[src/rtl/gpio_in_filter_if.sv]
// Pad-side and register-side signals of the GPIO input filter.
// The slave modport is the filter; the master modport drives pins and controls.
interface gpio_in_filter_if #(
  parameter int WIDTH = 32
);
  logic [WIDTH-1:0] pin_i;
  logic [WIDTH-1:0] din_o;
  logic [WIDTH-1:0] rise_en_i;
  logic [WIDTH-1:0] fall_en_i;
  logic [WIDTH-1:0] pend_clr_i;
  logic [WIDTH-1:0] pend_o;
  logic             irq_o;

  modport master (
    output pin_i,
    output rise_en_i,
    output fall_en_i,
    output pend_clr_i,
    input  din_o,
    input  pend_o,
    input  irq_o
  );

  modport slave (
    input  pin_i,
    input  rise_en_i,
    input  fall_en_i,
    input  pend_clr_i,
    output din_o,
    output pend_o,
    output irq_o
  );
endinterface

[src/rtl/gpio_in_filter.sv]
// GPIO input conditioning: 2-flop synchroniser, tick-based per-bit debounce,
// sticky rising/falling edge pending flags and a level interrupt.
module gpio_in_filter #(
  parameter int WIDTH        = 32,
  parameter int PRESCALE     = 16,
  parameter int DEBOUNCE_CNT = 4,
  parameter int CNT_W        = $clog2(DEBOUNCE_CNT + 1)
) (
  input  logic            clk,
  input  logic            rst,
  gpio_in_filter_if.slave bus
);
  localparam int               PS_W     = (PRESCALE > 1) ? $clog2(PRESCALE) : 1;
  localparam logic [PS_W-1:0]  PS_LAST  = PS_W'(PRESCALE - 1);
  localparam logic [CNT_W-1:0] CNT_LAST = CNT_W'(DEBOUNCE_CNT - 1);

  logic [WIDTH-1:0]            r_sync1;
  logic [WIDTH-1:0]            r_sync2;
  logic [WIDTH-1:0]            r_stable;
  logic [WIDTH-1:0]            r_pend;
  logic [WIDTH-1:0][CNT_W-1:0] r_cnt;
  logic [PS_W-1:0]             r_ps;

  logic                        w_tick;
  logic [WIDTH-1:0]            w_stableNxt;
  logic [WIDTH-1:0][CNT_W-1:0] w_cntNxt;
  logic [WIDTH-1:0]            w_rise;
  logic [WIDTH-1:0]            w_fall;

  // With PRESCALE=1 the counter is stuck at 0 and every cycle is a tick.
  assign w_tick = (r_ps == PS_LAST);

  always_ff @(posedge clk) begin
    if (rst) begin
      r_ps <= '0;
    end else if (w_tick) begin
      r_ps <= '0;
    end else begin
      r_ps <= r_ps + PS_W'(1);
    end
  end

  // Any cycle where the synchronised input agrees with the stable value
  // throws away the partial count, so only uninterrupted differences win.
  always_comb begin
    w_stableNxt = r_stable;
    w_cntNxt    = r_cnt;
    for (int i = 0; i < WIDTH; i++) begin
      if (r_sync2[i] == r_stable[i]) begin
        w_cntNxt[i] = '0;
      end else if (w_tick) begin
        if (r_cnt[i] == CNT_LAST) begin
          w_stableNxt[i] = r_sync2[i];
          w_cntNxt[i]    = '0;
        end else begin
          w_cntNxt[i] = r_cnt[i] + CNT_W'(1);
        end
      end
    end
  end

  assign w_rise = w_stableNxt & ~r_stable & bus.rise_en_i;
  assign w_fall = ~w_stableNxt & r_stable & bus.fall_en_i;

  always_ff @(posedge clk) begin
    if (rst) begin
      r_sync1  <= '0;
      r_sync2  <= '0;
      r_stable <= '0;
      r_cnt    <= '0;
      r_pend   <= '0;
    end else begin
      r_sync1  <= bus.pin_i;
      r_sync2  <= r_sync1;
      r_stable <= w_stableNxt;
      r_cnt    <= w_cntNxt;
      r_pend   <= (r_pend & ~bus.pend_clr_i) | w_rise | w_fall;
    end
  end

  assign bus.din_o  = r_stable;
  assign bus.pend_o = r_pend;
  assign bus.irq_o  = |r_pend;
endmodule

[src/flat_wrapper.sv]
// flat-port wrapper written by rule: the top's interface ports become plain ports
module gpio_in_filter_flat 
#(
  parameter int WIDTH        = 32,
  parameter int PRESCALE     = 16,
  parameter int DEBOUNCE_CNT = 4,
  parameter int CNT_W        = $clog2(DEBOUNCE_CNT + 1)
)
  (clk, rst, bus_pin_i, bus_rise_en_i, bus_fall_en_i, bus_pend_clr_i, bus_din_o, bus_pend_o, bus_irq_o);
  gpio_in_filter_if #(.WIDTH(WIDTH)) bus_i ();
  input  logic clk;
  input  logic rst;
  input wire logic [$bits(bus_i.pin_i)-1:0] bus_pin_i;
  input wire logic [$bits(bus_i.rise_en_i)-1:0] bus_rise_en_i;
  input wire logic [$bits(bus_i.fall_en_i)-1:0] bus_fall_en_i;
  input wire logic [$bits(bus_i.pend_clr_i)-1:0] bus_pend_clr_i;
  output wire logic [$bits(bus_i.din_o)-1:0] bus_din_o;
  output wire logic [$bits(bus_i.pend_o)-1:0] bus_pend_o;
  output wire logic [$bits(bus_i.irq_o)-1:0] bus_irq_o;
  assign bus_i.pin_i = bus_pin_i;
  assign bus_i.rise_en_i = bus_rise_en_i;
  assign bus_i.fall_en_i = bus_fall_en_i;
  assign bus_i.pend_clr_i = bus_pend_clr_i;
  assign bus_din_o = bus_i.din_o;
  assign bus_pend_o = bus_i.pend_o;
  assign bus_irq_o = bus_i.irq_o;
  gpio_in_filter #(.WIDTH(WIDTH), .PRESCALE(PRESCALE), .DEBOUNCE_CNT(DEBOUNCE_CNT), .CNT_W(CNT_W)) u_core (.clk(clk), .rst(rst), .bus(bus_i));
endmodule
[config.mk]
export PLATFORM = sky130hd
export DESIGN_NAME = gpio_in_filter_flat
export DESIGN_NICKNAME = d
export VERILOG_FILES = /design/src/rtl/gpio_in_filter_if.sv /design/src/rtl/gpio_in_filter.sv /design/src/flat_wrapper.sv
export SDC_FILE = /design/constraint.sdc
export NUM_CORES = 1
export LEC_CHECK = 0
export ABC_AREA = 1
export CAP_MARGIN = 20
export CORE_ASPECT_RATIO = 1.25
export CORE_UTILIZATION = 25
export CTS_BUF_LIST = sky130_fd_sc_hd__clkbuf_2
export DETAILED_ROUTE_END_ITERATION = 8
export GPL_ROUTABILITY_DRIVEN = 0
export HOLD_SLACK_MARGIN = 0.03
export PLACE_DENSITY = 0.56
export SLEW_MARGIN = 20
export SYNTH_ARGS = -nofsm -noshare
export SYNTH_HDL_FRONTEND = slang
export SYNTH_SLANG_ARGS = --single-unit
[constraint.sdc]
create_clock -name clk -period 1.8 [get_ports clk]
set_input_delay 0.36 -clock clk [delete_from_list [all_inputs] [get_ports clk]]
set_output_delay 0.36 -clock clk [all_outputs]
set_load 0.02 [all_outputs]
# --- Word level (Yosys, flattened, before mapping) ---
# Cells that the tools add are included.
totals:
  regBits: 228
  latch_bits: 0
  ram_bits: 0
  romBits: 0
  elab_cells: 307
  mem_count: 0
op_classes:
  add_sub_neg: 33
  mul: 0
  div_mod_pow: 0
  n_lt_le_gt_ge: 0
  n_eq_ne: 65
  shifts: 0
  mux: 128
  n_bitwise: 10
  reduce_logical: 34
op_table:
  columns: ["cell", "count"]
  rows:
  - ["32-bit AND", 5]
  - ["3-bit by 1-bit adder with 3-bit output (second input constant)", 32]
  - ["3-bit by 2-bit == test with 1-bit output (second input constant)", 32]
  - ["1-bit 2-to-1 mux", 96]
  - ["3-bit 2-to-1 mux", 32]
  - ["32-bit inverter", 3]
  - ["2-bit OR reduction", 33]
  - ["32-bit OR", 2]
  - ["1-bit == test", 32]
  - ["32-bit OR reduction", 1]
  - ["4-bit by 1-bit adder with 4-bit output (second input constant)", 1]
  - ["4-bit == test (second input constant)", 1]

# --- Depth between registers and ports, before layout ---
# Gate-level depths: netlist of the first run.
logic_depth:
  ltp_word: 8
  ltp_mapped: 9

# --- Worst setup path before layout of the first run ---
# Ideal clock, no wire load.
synth_timing:
  kind: "reg2reg"
  start: "register u_core.r_ps[0]"
  end: "register u_core.r_cnt[45] in the netlist's numbering"
  setup_ps: 79
  t_arrival_ps: 1260
  required_ps: 1721
  path_slack_ps: 461
  path_stages_with_launch: 7
  cell_sequence: "dfxtp_1 -> ha_1 -> nand3_1 -> buf_6 -> buf_1 -> a21oi_1 -> a211oi_2"
synth_via:
  elab_chain_len: 1
synth_lines:
  columns: ["item", "line", "source"]
  rows:
  - ["from (decl)", "gpio_in_filter.sv:22", "logic [PS_W-1:0] r_ps;"]
  - ["from (signal assigned)", "gpio_in_filter.sv:39", "r_ps <= r_ps + PS_W'(1);"]
  - ["4-bit == test", "gpio_in_filter.sv:31", "assign w_tick = (r_ps == PS_LAST);"]
  - ["to (signal assigned)", "gpio_in_filter.sv:76", "r_cnt <= w_cntNxt;"]
  - ["to (decl)", "gpio_in_filter.sv:21", "logic [WIDTH-1:0][CNT_W-1:0] r_cnt;"]
# No other way between the ends.
# A chain may end at the register's enable or synchronous reset.

# --- Worst setup path in the final report of the first run ---
layout_timing:
  start: "register u_core.r_pend[16], in the netlist u_core.bus.pend_o[16]"
  end: "output port bus_irq_o"
layout_via:
  elab_chain_len: 1
layout_lines:
  columns: ["item", "line", "source"]
  rows:
  - ["from (decl)", "gpio_in_filter.sv:20", "logic [WIDTH-1:0] r_pend;"]
  - ["from (signal assigned)", "gpio_in_filter.sv:77", "r_pend <= (r_pend & ~bus.pend_clr_i) | w_rise | w_fall;"]
  - ["32-bit OR reduction", "gpio_in_filter.sv:83", "assign bus.irq_o = |r_pend;"]
  - ["to (decl)", "flat_wrapper.sv:19", "output wire logic [$bits(bus_i.irq_o)-1:0] bus_irq_o;"]
# No other way between the ends.

==> flow_results.org, run 1 <==
** Power
- The completed layout was analyzed and its total power is roughly 9.5 mW.
- Summed over all cells, the static leakage comes to 5.70 nW.
- Power spread over the standard cell area amounts to 679 nW/um^2.
- Worst ir drop on vdd :: 0.000364 V

** Worst setup path
- The largest single stage delay on the critical path is 330 ps.
- Among all stages on the critical path, the largest delay is contributed by dfxtp_2.
- Worst setup slack for register-to-register paths :: around 150 ps
- CP bufs+invs :: 3
- Crit. End Element :: primary output
- Arrival time worst endpoint :: about 1900 ps
- Kind of critical path :: reg2out
- Data on the critical path is required at its endpoint by around 1400 ps.
- STA classifies the critical path startpoint as a register.
- In this design, the critical path's most frequently occurring cell is nand2_4.
- Of all nets on the critical path, the largest fanout is 2.
- Critical-path cell list :: inv_2 -> nand2_2 -> nor3_2 -> buf_4 -> nand2_4 -> nor2_4 -> nand2_4 -> buf_6
- Crit path max-delay family :: simple AND/OR/NAND/NOR gates

** Drt
- The first TritonRoute pass finished after 6 iterations.
- The routed design has about 24000 um of wire.
- For this run, design rule violations remaining after detail routing come to 11.
- 1st-iter DRT viols :: ~290
- Via-to-Cell Ratio :: 4.17
- Final routed wire length divided by cell count :: roughly 11 um
- Total number of vias :: about 9000
- The detail route stage leaves a number of antenna-violating nets equal to 0.

** Placement
- The number of placed instances, taps included, is between 1500 and 2000.
- Total half-perimeter wirelength after legalization and detailed placement :: between 15000 and 20000 um
- Input/output buffers :: just under 200

** Synth
- Of the synthesized area, sequential elements account for between 40% and 50%.
- Net count of the mapped netlist :: 1455
- The cell count after synthesis came out at roughly 1300.
- In this run, synthesis produced a sequential element count of between 200 and 250.
- Total number of yosys warnings :: 0
- Number of library cell types mapped by synthesis :: 26
- Synth Area per Inst :: ~7.7 um^2
- The synthesized netlist occupies a cell area of between 9000 and 10000 um^2.

** Floorplanning
- The floorplan step defined a die boundary enclosing 40300 um^2.
- Std-Cell Rows :: between 80 and 90
- Height of the die :: about 220 um
- Area inside the core boundary :: 39000 um^2
- ~200 I/O pins were placed.
- Die width :: between 150 and 200 um
- Once the floorplan was initialized, standard cells occupied around a quarter of the core.

** GRT
- Initial antenna violation count :: 2
- Entering global routing, the biggest net connects 67 pins.
- Vias in the first global route :: 9011
- Overall track demand over capacity in global routing :: between 10% and 20%
- The first global-routing pass estimated approximately 40000 um of wire.
- GRT overflow :: 0

** Timing
- The count of pins over their slew limit came to 0.
- For the pin with the worst max-slew slack, the measured transition is roughly 400 ps.
- The final critical path takes up 124% of the cycle.
- In this run the tightest slew margin relative to its limit is 73.8%.
- Final hold slack :: between 150 and 200 ps
- Fin worst setup slack :: -434 ps
- Final setup viols :: 3
- For the finished layout, the period the worst path requires is approximately 2200 ps.
- Adding up every negative setup slack in the final design gives -461 ps.
- Between clock sinks in the finished design, the worst skew comes to roughly 68 ps.
- The number of hold-slack violations in the final timing report came to 0.
- Unrepaired setup endpoints after global routing :: true
- Static timing analysis puts the maximum clock frequency at approximately 0.45 GHz.

** CTS
- CTS placed an instance of clkbuf_2 at the clock tree root.
- CTS tree :: built
- Clock-pin slew was measured on the worst setup and hold paths at around 100 ps.
- Buffers inserted during clock tree synthesis total 66.
- Clock net sink count :: 228
- The longest clock path from root to sink contains 3 buffers.
- For the worst-skew pair, the clock arrives at the later sink with an insertion delay of 810 ps.
- Depth of the CTS H-tree :: 3

** Finish
- Count of nets after finishing :: about 1800
- Signed area change from the synthesized netlist to the final layout :: 41.5%
- Fraction of final layout cells with drive strength greater than 1 :: a little over a fifth
- Number of non-filler instances in the completed layout :: about 2200

** Flow run
- The tool flagged a number of max-cap violations equal to 0.

** Worst hold path
- The tightest min-delay check is of the in2reg type.

** Outcome
- Result of the run :: finished, violations left
- The final reports fail on DRC, setup timing.
==> cells in the mapped netlist, drive strengths merged <==
library cell	instances	area share (%)
clkinv	1	0.038
a21oi	109	5.5
o21bai	1	0.076
dfxtp	228	46
nand3	17	0.86
clkbuf	21	0.80
nand3b	12	0.91
nor3b	10	0.76
nand2	270	10
xnor2	11	0.97
nor3	5	0.25
nand4	34	2.2
inv	247	9.4
ha	33	4.2
o21ai	10	0.51
nor2	191	9.1
a211oi	74	6.4
buf	18	1.6
==> placed cells by master, fill, tap and decap left out, types with 16 or more instances in the layout <==
master,n
a211oi_1,58
a211oi_2,16
a21oi_1,109
buf_4,65
buf_6,60
clkbuf_2,84
clkdlybuf4s50_1,128
dfxtp_1,172
dfxtp_2,48
dlygate4sd3_1,36
ha_1,33
inv_1,242
nand2_1,265
nand3_1,16
nand4_1,34
nor2_1,160
nor2_4,23
==> cell families after synthesis <==
| logic type | after synthesis | synth area share, % |
|---|---|---|
| simple gates | 539 | 24.3 |
| buf+inv | 287 | 11.8 |
| xor+xnor | 11 | 0.975 |
| fa+ha+maj | 33 | 4.18 |
| compound gates | 194 | 12.5 |
| flops | 228 | 46.2 |
==> worst min-delay path, delay by kind of cell <==
kind | cells | cell delay [ps]
AO/OA/AOI/OAI | 1 | 60
buffers and inverters | 1 | 420
AND/OR/NAND/NOR | 1 | 100
==> flip-flops by register name, summed over array words and instances, names as in the netlist <==
name,flops
u_core.bus.pend_o,32
u_core.r_sync1,32
u_core.r_ps,4
u_core.r_cnt,96
u_core.r_sync2,32
u_core.bus.din_o,32
==> where the power goes <==
group          switching, mW  internal [mW]
combinational          0.230          0.370
sequential            0.0318           5.10
clock                   2.19           1.57
total                   2.45           7.04
==> area by class of cell <==
type	count	area, um^2
Antenna cell	3	7.51
Clock buffer	84	420
Clock inverter	24	150
Fill cell	4121	25000
Inverter	248	931
Multi-Input combinational cell	777	4230
Sequential cell	228	4650
Tap cell	498	623
Timing Repair Buffer	300	2970
==> final timing paths <==
kind,start,end,depth (start not counted)
max,u_core.bus.pend_o[16],bus_irq_o,8
min,bus_rise_en_i[25],u_core.bus.pend_o[25],3
max reg2reg,u_core.r_ps[0],u_core.bus.din_o[19],7
min reg2reg,u_core.r_sync1[6],u_core.r_sync2[6],2
==> layer usage <==
metal	track usage, %	share of wire (%)	vias up
met5	0	0	-
met4	5.12	1.9	0
met3	3.71	6.1	45
met2	22.0	50	197
met1	12.8	42	4002
li1	-	-	4761
==> through the flow <==
stage | setup slack (ps) | utilization, % | cell area (um^2)
2_1_floorplan | 461 | - | 9890
3_3_place_gp | -323 | 32.5 | 12700
3_5_place_dp | -333 | 32.5 | 12700
4_1_cts | -746 | 35.4 | 13800
5_1_grt | -680 | 35.8 | 14000
6_report | -434 | 35.8 | 14000
==> what timing repair did <==
item	4_1_cts	5_1_grt
endpoints found under the hold margin	73	0
hold buffers	36	0
gates resized for setup	437	35
setup endpoints to repair	65	44
pin swaps	3	5
setup buffers	14	16
No activity file was read; power rests on OpenSTA's default activity.
==> run 2, diff against run 1 <==
==> constraint.sdc (replaced) <==
create_clock -name clk -period 1.8 [get_ports clk]
set_input_delay 0.18 -clock clk [delete_from_list [all_inputs] [get_ports clk]]
set_output_delay 0.18 -clock clk [all_outputs]
set_load 0.02 [all_outputs]
==> flow_results.org, run 2 (same netlist as run 1, synthesis figures left out) <==
** Worst setup path
- Crit. End Element :: primary output
- Highest net fanout along the worst path :: 2 (unchanged)
- Slowest stage cell, crit path :: dfxtp_2
- Data required time at the worst endpoint :: 1620 ps (+180 ps)
- The data arrival time of the critical path was 1850 ps (-20 ps).
- Worst path max stage delay :: 340 ps (about the same)
- Walking the worst path, the cells encountered are nor2_2 -> nand4_1 -> buf_4 -> nor3_2 -> nand2_2 -> buf_6.
- Crit path max-delay family :: simple AND/OR/NAND/NOR gates
- Kind of critical path :: reg2out
- The worst path buffer plus inverter count was 2 (-1).
- The worst setup path is launched from a register.

** Finish
- The final-layout fill cell count was 4065 (-1.4%).
- In the layout the commonest cells are nand2_1, inv_1, dfxtp_1.
- The final cell count without fillers was 2219 (+2.6%).
- Count of nets after finishing :: 1839 (+3.1%)
- Signed area change from the synthesized netlist to the final layout :: 45.5%
- Register with the most flip-flops :: u_core.r_cnt
- Most common cell after layout, fill and taps aside :: nand2_1
- The fraction of final layout cells with drive strength greater than 1 was 17.2% (-4.0 points).
- Max FFs per register :: 96 (unchanged)

** Power
- Switching part of the total power :: 25.9% (+0.075 points)
- Worst ir drop on vdd :: 0.000387 V (+6.3%)
- Power, Total :: 9.46 mW (-0.33%)
- Part of the total power dissipated in the clock network :: 37.8% (-1.8 points)
- Internal power of the cells :: 7.01 mW (-0.43%)
- Static Leak :: 5.81 nW (+1.9%)
- The areal power density over the cells is 657 nW/um^2 (-3.1%).
- The net switching power figure was 2.45 mW (about the same).
- Reg power frac :: 54.4% (+0.3 points)
- The share of power burned in combinational logic is 7.8% (+1.5 points).

** CTS
- Clock slew seen by the registers of the worst setup and hold paths :: 100 ps (about the same)
- Clock buffer depth :: 3 (unchanged)
- Inserted Clock Buffers :: 66 (unchanged)
- CTS tree :: built
- Depth of the CTS H-tree :: 3 (unchanged)
- Clock network latency to the later pin of the worst-skew pair :: 790 ps (-20 ps)
- Clock net sink count :: 228 (unchanged)
- Clock root buffer master :: clkbuf_2

** Floorplanning
- The horizontal die dimension is 180 um (unchanged).
- Number of placed I/O pins :: 195 (unchanged)
- Std-Cell Rows :: 81 (unchanged)
- The overall die area is 40300 um^2 (unchanged).
- Height of the die :: 224 um (unchanged)
- The core footprint came to 39000 um^2 (unchanged).
- The initial core utilization was 25.3% (unchanged).

** Outcome
- The final reports fail on DRC, setup timing.
- Result of the run :: finished, violations left

** Timing
- Ratio of final minimum period to clock period :: 113% (-11 points)
- The final critical delay including setup and external delays is 2030 ps (-204 ps).
- The maximum clock rate is 0.493 GHz (+10%).
- The final setup slack of the worst path is -230 ps (+204 ps).
- Worst slew margin relative to its limit :: 78.1% (+4.3 points)
- Final setup viols :: 1 (-2)
- Setup repair after global routing could not meet its margin everywhere.
- The transition at the pin with the smallest max-transition slack is 329 ps (-64.8 ps).
- The number of hold-slack violations in the final timing report was 0 (unchanged).
- Max-slew violation total from the final report :: 0 (unchanged)
- Final worst clock skew :: 62.2 ps (-5.82 ps)

** Worst hold path
- The worst hold path belongs to the class in2reg.

** Drt
- The detailed-router iteration count before antenna repair came to 6 (unchanged).
- Post-Route WL :: 24700 um (+2.4%)
- The post-detailed-route DRC marker count came to 11 (unchanged).
- Total number of vias :: 9229 (+2.5%)
- The average wire length per cell after detail routing came to 11.1 um (-0.23%).
- 1st-iter DRT viols :: 276 (-4.2%)
- Via-to-Cell Ratio :: 4.16 (-0.15%)
- The number of routed nets with antenna violations was 0 (unchanged).

** Placement
- The post-DP HPWL is 16800 um (about the same).
- Cells after DPL :: 1987 (-0.30%)
- The number of buffer cells added on primary ports came to 194 (unchanged).

** GRT
- Vias in the first global route :: 9308 (+3.3%)
- The pin count of the biggest net entering global routing was 67 (unchanged).
- The total global routing overflow is 0 (unchanged).
- The global routing usage summed across all routing layers came to 12.6% (+0.52 points).
- Wire length of the first global-routing pass :: 41900 um (+4.5%)
- The number of antenna violations at the first check in global routing was 2 (unchanged).

** Flow run
- The number of max-cap violations was 0 (unchanged).
-- run 2: worst min-delay path, cell delays in order --
cell             delay (ps)
clkdlybuf4s50_1         480
nor2_1                   50
a21oi_1                 100
a21oi_1                  70
-- run 2: timing repair --
action | CTS | global route
resized for setup | 223 | 31
pin swaps | 3 | 6
hold buffers | 118 | 0
setup endpoints to repair | 65 | 21
buffers inserted | 1 | 1
hold endpoints to repair | 214 | 0
-- run 2: stage by stage --
stage / instance area (um^2) / hold WS [ps] / utilization (%) / setup slack [ps] / setup TNS [ps]
detailed placement: 12600 / 393 / 32.4 / -207 / -207
finish: 14400 / 168 / 36.9 / -230 / -230
global placement: 12600 / 390 / 32.4 / -180 / -180
CTS: 14400 / 38.2 / 36.9 / -466 / -466
floorplan: 9890 / 287 / - / 461 / 0
global route: 14400 / 48.9 / 36.9 / -465 / -485
-- run 2: final cells by class --
| type | count | area [um^2] | area share [%] |
|---|---|---|---|
| diodes | 2 | 5.00 | 0.0348 |
| clock buffers | 96 | 480 | 3.34 |
| clock inverters | 15 | 61.3 | 0.426 |
| inverters | 248 | 931 | 6.47 |
| multi-input cells | 777 | 4230 | 29.4 |
| flip-flops and latches | 228 | 4600 | 32.0 |
| well taps | 498 | 623 | 4.33 |
| repair buffers | 355 | 3460 | 24.1 |
-- run 2: layer usage --
metal / track usage (%) / share of wire (%) / up-vias
met3: 3.38 / 5.1 / 38
met5: 0 / 0 / -
met2: 23.5 / 51 / 190
li1: - / - / 4880
met4: 4.87 / 1.8 / 0
met1: 13.5 / 42 / 4121
-- run 2: path summary, 6_finish.rpt --
path                                            from                     to  slack, ps  cells after the start
worst min-delay path              bus_pend_clr_i[28]  u_core.bus.pend_o[28]        170                      4
worst min register to register    u_core.r_sync1[25]     u_core.r_sync2[25]        400                      2
worst max-delay path            u_core.bus.pend_o[1]              bus_irq_o       -230                      6
worst max register to register        u_core.r_ps[0]  u_core.bus.pend_o[26]        210                      7
-- run 2: power by group through the flow --
stage / logic [mW] / clock network, mW / registers (mW)
2_1_floorplan: 0.181 / 0 / 5.25
3_3_place_gp: 0.538 / 0 / 5.26
3_5_place_dp: 0.541 / 0 / 5.26
4_1_cts: 0.747 / 3.85 / 5.15
5_1_grt: 0.817 / 4.13 / 5.16
6_report: 0.739 / 3.57 / 5.14
